===== config.mk =====
export PLATFORM = sky130hd
export DESIGN_NAME = chacha_block_sched_flat
export DESIGN_NICKNAME = d
export VERILOG_FILES = /design/src/rtl/chacha_block_sched_if.sv /design/src/rtl/chacha_block_sched.sv /design/src/flat_wrapper.sv
export SDC_FILE = /design/constraint.sdc
export NUM_CORES = 2
export LEC_CHECK = 0
export BUFFER_PORTS_ARGS = -buffer_cell sky130_fd_sc_hd__buf_2
export CAP_MARGIN = 15
export CORE_AREA = 4 4 401 403
export DETAILED_ROUTE_END_ITERATION = 6
export DIE_AREA = 0 0 405 407
export GPL_TIMING_DRIVEN = 0
export PLACE_DENSITY = 0.79
export SLEW_MARGIN = 20
export SYNTH_ARGS = -nofsm -noshare
export SYNTH_HDL_FRONTEND = slang
export SYNTH_SLANG_ARGS = --single-unit

===== constraint.sdc =====
create_clock -name clk -period 29 [get_ports clk]
set_input_delay 0 -clock clk [delete_from_list [all_inputs] [get_ports clk]]
set_output_delay 0 -clock clk [all_outputs]
set_load 0.1 [all_outputs]

===== src/rtl/chacha_block_sched_if.sv =====
// Handshake bundle between the state loader, the ChaCha block sequencer
// and the keystream XOR stage.
interface chacha_block_sched_if;
   logic         in_valid;
   logic         in_ready;
   logic [511:0] in_state;
   logic         out_valid;
   logic         out_ready;
   logic [511:0] out_block;

   modport master (
      output in_valid, in_state, out_ready,
      input  in_ready, out_valid, out_block
   );

   modport slave (
      input  in_valid, in_state, out_ready,
      output in_ready, out_valid, out_block
   );
endinterface


===== src/rtl/chacha_block_sched.sv =====
// ChaCha block function: one shared quarter-round per cycle over a
// 16-word working state, followed by the feed-forward add.
module quarter_cha (
   input  logic [31:0] a_i,
   input  logic [31:0] b_i,
   input  logic [31:0] c_i,
   input  logic [31:0] d_i,
   output logic [31:0] a_o,
   output logic [31:0] b_o,
   output logic [31:0] c_o,
   output logic [31:0] d_o
);
   logic [31:0] a1, d1x, d1, c1, b1x, b1;
   logic [31:0] d2x, b2x;

   assign a1  = a_i + b_i;
   assign d1x = d_i ^ a1;
   assign d1  = {d1x[15:0], d1x[31:16]};
   assign c1  = c_i + d1;
   assign b1x = b_i ^ c1;
   assign b1  = {b1x[19:0], b1x[31:20]};
   assign a_o = a1 + b1;
   assign d2x = d1 ^ a_o;
   assign d_o = {d2x[23:0], d2x[31:24]};
   assign c_o = c1 + d_o;
   assign b2x = b1 ^ c_o;
   assign b_o = {b2x[24:0], b2x[31:25]};
endmodule

module chacha_block_sched #(
   parameter int ROUNDS = 20
) (
   input  logic                 clk,
   input  logic                 rst_n,
   input  logic                 abort,
   output logic                 busy,
   chacha_block_sched_if.slave  bus
);
   typedef enum logic [1:0] {IDLE, ROUND, FEED, DONE} state_e;

   localparam logic [7:0] LAST = 8'(ROUNDS - 2);

   state_e            state_q, state_d;
   logic [15:0][31:0] work_q, work_d;
   logic [15:0][31:0] init_q, init_d;
   logic [15:0][31:0] blk_q, blk_d;
   logic [2:0]        qr_q, qr_d;
   logic [7:0]        rnd_q, rnd_d;

   logic [1:0]  j;
   logic        dg;
   logic [3:0]  ia, ib, ic, id;
   logic [31:0] qa, qb, qc, qd;

   // Diagonal pass rotates rows 1..3 left by 1..3 columns.
   assign j  = qr_q[1:0];
   assign dg = qr_q[2];
   assign ia = {2'b00, j};
   assign ib = {2'b01, j + {1'b0, dg}};
   assign ic = {2'b10, j + {dg, 1'b0}};
   assign id = {2'b11, j + {dg, dg}};

   quarter_cha u_qr (
      .a_i (work_q[ia]),
      .b_i (work_q[ib]),
      .c_i (work_q[ic]),
      .d_i (work_q[id]),
      .a_o (qa),
      .b_o (qb),
      .c_o (qc),
      .d_o (qd)
   );

   always_ff @(posedge clk or negedge rst_n) begin
      if (!rst_n) state_q <= IDLE;
      else        state_q <= state_d;
   end

   always_comb begin
      state_d = state_q;
      if (abort) begin
         state_d = IDLE;
      end else begin
         unique case (state_q)
            IDLE:  if (bus.in_valid) state_d = ROUND;
            ROUND: if (qr_q == 3'd7 && rnd_q == LAST) state_d = FEED;
            FEED:  state_d = DONE;
            DONE:  if (bus.out_ready) state_d = IDLE;
            default: state_d = IDLE;
         endcase
      end
   end

   always_comb begin
      bus.in_ready  = rst_n && (state_q == IDLE);
      bus.out_valid = (state_q == DONE);
      busy          = (state_q == ROUND) || (state_q == FEED);
   end

   always_comb begin
      work_d = work_q;
      init_d = init_q;
      blk_d  = blk_q;
      qr_d   = qr_q;
      rnd_d  = rnd_q;
      if (abort) begin
         qr_d  = '0;
         rnd_d = '0;
      end else begin
         unique case (state_q)
            IDLE: begin
               if (bus.in_valid) begin
                  init_d = bus.in_state;
                  work_d = bus.in_state;
                  qr_d   = '0;
                  rnd_d  = '0;
               end
            end
            ROUND: begin
               work_d[ia] = qa;
               work_d[ib] = qb;
               work_d[ic] = qc;
               work_d[id] = qd;
               qr_d       = qr_q + 3'd1;
               if (qr_q == 3'd7) rnd_d = rnd_q + 8'd2;
            end
            FEED: begin
               for (int i = 0; i < 16; i++)
                  blk_d[i] = work_q[i] + init_q[i];
               rnd_d = '0;
            end
            default: ;
         endcase
      end
   end

   always_ff @(posedge clk or negedge rst_n) begin
      if (!rst_n) begin
         work_q <= '0;
         init_q <= '0;
         blk_q  <= '0;
         qr_q   <= '0;
         rnd_q  <= '0;
      end else begin
         work_q <= work_d;
         init_q <= init_d;
         blk_q  <= blk_d;
         qr_q   <= qr_d;
         rnd_q  <= rnd_d;
      end
   end

   assign bus.out_block = blk_q;
endmodule

===== src/flat_wrapper.sv =====
// flat-port wrapper written by rule: the top's interface ports become plain ports
module chacha_block_sched_flat 
#(
   parameter int ROUNDS = 20
)
  (clk, rst_n, abort, busy, bus_in_valid, bus_in_state, bus_out_ready, bus_in_ready, bus_out_valid, bus_out_block);
  chacha_block_sched_if bus_i ();
  input  logic clk;
  input  logic rst_n;
  input  logic abort;
  output logic busy;
  input wire logic [$bits(bus_i.in_valid)-1:0] bus_in_valid;
  input wire logic [$bits(bus_i.in_state)-1:0] bus_in_state;
  input wire logic [$bits(bus_i.out_ready)-1:0] bus_out_ready;
  output wire logic [$bits(bus_i.in_ready)-1:0] bus_in_ready;
  output wire logic [$bits(bus_i.out_valid)-1:0] bus_out_valid;
  output wire logic [$bits(bus_i.out_block)-1:0] bus_out_block;
  assign bus_i.in_valid = bus_in_valid;
  assign bus_i.in_state = bus_in_state;
  assign bus_i.out_ready = bus_out_ready;
  assign bus_in_ready = bus_i.in_ready;
  assign bus_out_valid = bus_i.out_valid;
  assign bus_out_block = bus_i.out_block;
  chacha_block_sched #(.ROUNDS(ROUNDS)) u_core (.clk(clk), .rst_n(rst_n), .abort(abort), .busy(busy), .bus(bus_i));
endmodule

==> implementation parameters, run 1 <==
Parameter                              Value

Clock network
  TritonCTS Buffers    about 170
  Buffers inserted during post-CTS setup optimization    0
  Number of levels the H-tree was split into    4
  Clock tree root driver cell    sky130_fd_sc_hd__clkbuf_16
  Maximum count of clock buffers along a single path    3
  CTS Hold Buffers Added    823
  Number of instances resized during post-cts repair    0
  Clk sink count    1,548

Placed design
  Dpl hpwl    slightly below 400 mm
  PortBufs    around 1,000
  Area after detailed placement    about 0.11 mm2
  Gpl congestion    1.11

GRT
  Wire length of the first global-routing pass    867 mm
  GRT Util Overall    0.746
  GRT overflow    50
  Largest net degree at the start of global routing    around 140
  Number of global-route vias before repair    about 120k

Logic synthesis
  Number of flops mapped to enable cells by yosys    0
  Top post-synthesis cells by count    sky130_fd_sc_hd__dfrtp_1, sky130_fd_sc_hd__nand2_1, sky130_fd_sc_hd__o21ai_0, sky130_fd_sc_hd__a21oi_1, sky130_fd_sc_hd__ha_1
  Post-synthesis area per instance    9.77 um2
  Largest cells by area after synthesis    sky130_fd_sc_hd__dfrtp_1, sky130_fd_sc_hd__ha_1, sky130_fd_sc_hd__mux2_2, sky130_fd_sc_hd__o21ai_0, sky130_fd_sc_hd__a21oi_1
  Yosys cell types    85
  Summed instance area of the synthesized netlist    roughly 0.096 mm2
  Proportion of synthesized chip area in sequential cells    0.404
  Most used DFF post-synth    sky130_fd_sc_hd__dfrtp_1
  Yosys top cell by area    sky130_fd_sc_hd__dfrtp_1
  Flops & latches, synth    1,548
  Most numerous cell in the Yosys netlist    sky130_fd_sc_hd__dfrtp_1
  Post-synthesis instance total    roughly 9,800
  Fraction of synthesis flops using an asynchronous set or reset pin    1.00
  Warnings from Yosys    0
  Yosys top cell area share    0.404
  Syn Nets    approximately 11,000

Die
  Die boundary height    around 410 um
  Rows    between 100 and 150
  Starting density of the core    0.608
  Top-Level Pins    about 1,000
  Die Width    between 400 and 500 um

Status
  Outcome    did not finish
  Halt point of the flow    global routing (5_1_grt)
  Tool Error    [ERROR GRT-0116] Global routing finished with congestion. Check the congestion regions in the DRC Viewer.
==> through the flow <==
| stage | cells | setup slack, ps | utilization |
|---|---|---|---|
| floorplan | 9800 | 16420 | - |
| global placement | 12900 | -5540 | 0.658 |
| detailed placement | 13000 | 10220 | 0.670 |
| CTS | 14100 | 10080 | 0.760 |
==> metal layers <==
layer / global-route usage / GRT overflow
met5: 0.295 / 0
met4: 0.712 / 21
met3: 0.629 / 1
met2: 0.889 / 27
met1: 0.752 / 1
==> kinds of logic after synthesis <==
family,Yosys count,share of synthesized area
compound gates,3362,0.217
flops,1548,0.404
buf+inv,748,0.0294
fa+ha+maj,654,0.0870
simple gates,2150,0.105
xor+xnor,623,0.0593
mux,715,0.0983
==> inputs of run 2 (changes only) <==
--- a/config.mk
+++ b/config.mk
@@ -7,11 +7,11 @@
 export LEC_CHECK = 0
 export BUFFER_PORTS_ARGS = -buffer_cell sky130_fd_sc_hd__buf_2
 export CAP_MARGIN = 15
-export CORE_AREA = 4 4 401 403
+export CORE_MARGIN = 4
+export CORE_UTILIZATION = 40
 export DETAILED_ROUTE_END_ITERATION = 6
-export DIE_AREA = 0 0 405 407
 export GPL_TIMING_DRIVEN = 0
-export PLACE_DENSITY = 0.79
+export PLACE_DENSITY_LB_ADDON = 0.15
 export SLEW_MARGIN = 20
 export SYNTH_ARGS = -nofsm -noshare
 export SYNTH_HDL_FRONTEND = slang
==> run 2 against run 1 <==
Net effect: area after synthesis did not move; synthesized cell count did not move; the flow now finishes, with violations (design-rule violations).
==> implementation parameters, run 2 <==
Parameter                              Value

Status
  Outcome    finished with violations
  Violations in the final reports    design-rule violations

Timing
  Slew at the pin closest to its max-slew limit    about 1400 ps
  Total negative setup slack    0 ps
  Share of the clock period used by the worst path after layout    0.654
  Remaining max-slew budget at the tightest pin    0.0770
  Max Clk Rate    0.0527 GHz
  Final hold slack    36.4 ps
  Final period demand of the worst path    ~19,000 ps
  Number of setup violations in the final report    0
  Number of endpoints with negative hold slack in the final report    0
  Count of pins over their slew limit    0
  Setup repair after global routing missed its margin    no
  Clk_skew    just over 70 ps

Die
  Die Width    roughly 500 um
  Rows    179
  Die boundary height    between 400 and 500 um
  Floorplan die area    ~0.25 mm2
  Starting density of the core    0.402
  Core region area    approximately 0.24 mm2
  Top-Level Pins    slightly above 1,000

Clock network
  Number of levels the H-tree was split into    4
  Maximum count of clock buffers along a single path    3
  TritonCTS Buffers    about 180
  Clock tree root driver cell    sky130_fd_sc_hd__clkbuf_16
  Clk sink count    between 1,500 and 2,000
  Post-CTS clock slew at the launch and capture registers of the worst setup and hold paths    60 ps
  Clock tree from TritonCTS    yes
  Clock latency on the worst-skew pair    about 900 ps

Min path
  Type of the tightest min-delay check    in2reg

Detailed routing
  Number of design-rule violations left by the first detailed-router iteration    around 12,000
  Antenna violation net count after detailed routing    0
  Detail-routed via count per cell    6.37
  Wire per inst    roughly 35 um
  Number of design rule violations left after detail routing    27
  Aggregate routed wire length    544 mm
  First drt pass iteration count    6
  Routed via count    slightly below 100k

Placed design
  PortBufs    about 1,000
  Dpl hpwl    around 440 mm
  Area after detailed placement    between 0.1 and 0.15 mm2
  Gpl congestion    between 1 and 1.5
  Instance count after placement with tap cells included    approximately 14,000

Logic synthesis
  Largest cells by area after synthesis    sky130_fd_sc_hd__dfrtp_1, sky130_fd_sc_hd__ha_1, sky130_fd_sc_hd__mux2_2, sky130_fd_sc_hd__o21ai_0, sky130_fd_sc_hd__a21oi_1
  Proportion of synthesized chip area in sequential cells    0.404
  Yosys cell types    85
  Yosys top cell by area    sky130_fd_sc_hd__dfrtp_1
  Warnings from Yosys    0
  Most used DFF post-synth    sky130_fd_sc_hd__dfrtp_1
  Fraction of synthesis flops using an asynchronous set or reset pin    1.00
  Post-synthesis instance total    between 9,000 and 10,000
  Post-synthesis area per instance    9.77 um2
  Most numerous cell in the Yosys netlist    sky130_fd_sc_hd__dfrtp_1
  Number of flops mapped to enable cells by yosys    0
  Flops & latches, synth    between 1,500 and 2,000
  Summed instance area of the synthesized netlist    about 0.096 mm2
  Syn Nets    around 11,000
  Yosys top cell area share    0.404
  Top post-synthesis cells by count    sky130_fd_sc_hd__dfrtp_1, sky130_fd_sc_hd__nand2_1, sky130_fd_sc_hd__o21ai_0, sky130_fd_sc_hd__a21oi_1, sky130_fd_sc_hd__ha_1

Setup path
  Arr. time, crit path    19,670 ps
  Endpoint class of the critical path    flip-flop
  Most frequent CP cell    sky130_fd_sc_hd__a21oi_1
  Required time worst endpoint    29,700 ps
  Slowest cell on the critical path    sky130_fd_sc_hd__xor2_1
  Crit path max fanout    10
  Worst path max stage delay    between 900 and 1000 ps
  Worst setup SP type    flip-flop
  Worst setup path class    reg2reg

Cells and area
  Most frequent standard cell in the layout excluding fill and tap cells    sky130_fd_sc_hd__dfrtp_1
  P&R area growth vs syn    28.8%
  Fillers    roughly 22,000
  Cell area after layout    between 0.1 and 0.15 mm2
  Footprint of the multi-input gates    about 0.055 mm2
  NumNets Final    13,200
  Leading cell types in the layout, fill and taps excluded    sky130_fd_sc_hd__dfrtp_1, sky130_fd_sc_hd__buf_2, sky130_fd_sc_hd__dlygate4sd3_1
  Sequential cell area in the final layout    between 0.03 and 0.04 mm2
  Layout cell share with drive strength beyond 1    0.191
  Layout Cells excl Fill    15,400

GRT
  Number of global-route vias before repair    roughly 94,000
  Largest net degree at the start of global routing    ~130
  GRT Util Overall    0.424
  Wire length of the first global-routing pass    approximately 740 mm
  GRT overflow    0
  Antenna violations before repair    around 110

Job
  Maximum capacitance violations    0
[run 2: cell counts after synthesis]
Identical to the previous run, type by type.
[run 2: logic make-up after synthesis]
group / Yosys count / share of synthesized area
AO/OA/AOI/OAI: 3362 / 0.217
XOR/XNOR: 623 / 0.0593
adder cells (fa/ha/maj): 654 / 0.0870
buffers and inverters: 748 / 0.0294
flip-flops: 1548 / 0.404
multiplexers: 715 / 0.0983
AND/OR/NAND/NOR: 2150 / 0.105
[run 2: worst paths after layout]
path                                            from                        end  slack, ps  depth (start not counted)
max                                   u_core.qr_q[2]         u_core.work_q[133]      10030                         53
min reg2reg                u_core.bus.out_block[267]  u_core.bus.out_block[267]        470                          2
max in group asynchronous                      rst_n         u_core.init_q[351]      25600                          9
max reg2reg                           u_core.qr_q[2]         u_core.work_q[133]      10030                         53
min                                bus_in_state[230]         u_core.init_q[230]         40                          3
min in group asynchronous                      rst_n  u_core.bus.out_block[187]        410                          4
[run 2: repair_timing]
item                                   4_1_cts  5_1_grt
buffers inserted                             0        0
hold buffers                               945        0
gates resized for setup                      0        0
endpoints found under the hold margin     1624        0
[run 2: worst max-delay path, delay by kind of cell (launching register included)]
family | cells | cell delay, ps
AO/OA/AOI/OAI | 26 | 8990
XOR/XNOR | 6 | 2690
adder cells (fa/ha/maj) | 6 | 2560
buffers and inverters | 7 | 2390
AND/OR/NAND/NOR | 7 | 990
flip-flops | 1 | 570
multiplexers | 1 | 570
[run 2: metal layers]
layer	global-route usage	routed length, um	up-vias
met2	0.605	222000	6503
li1	-	-	41100
met5	0.00212	557	-
met3	0.153	66300	1573
met1	0.549	215000	49100
met4	0.255	40700	69
[run 2: stage by stage]
step | setup slack (ps) | util
floorplan | 16420 | -
global placement | -7950 | 0.441
detailed placement | 10610 | 0.452
CTS | 10550 | 0.517
global route | 9740 | 0.518
finish | 10030 | 0.518
[run 2: cell type report]
type,count,area share
Timing Repair Buffer,2083,0.135
Inverter,268,0.00816
Antenna cell,67,0.00136
Clock inverter,57,0.00543
Sequential cell,1548,0.314
Tap cell,3167,0.0321
Buffer,480,0.0157
Clock buffer,270,0.0443
Multi-Input combinational cell,7504,0.444
Power of run 2 is not shown: default switching activity piles up to over one toggle a cycle in this logic, so the estimate is an artifact.
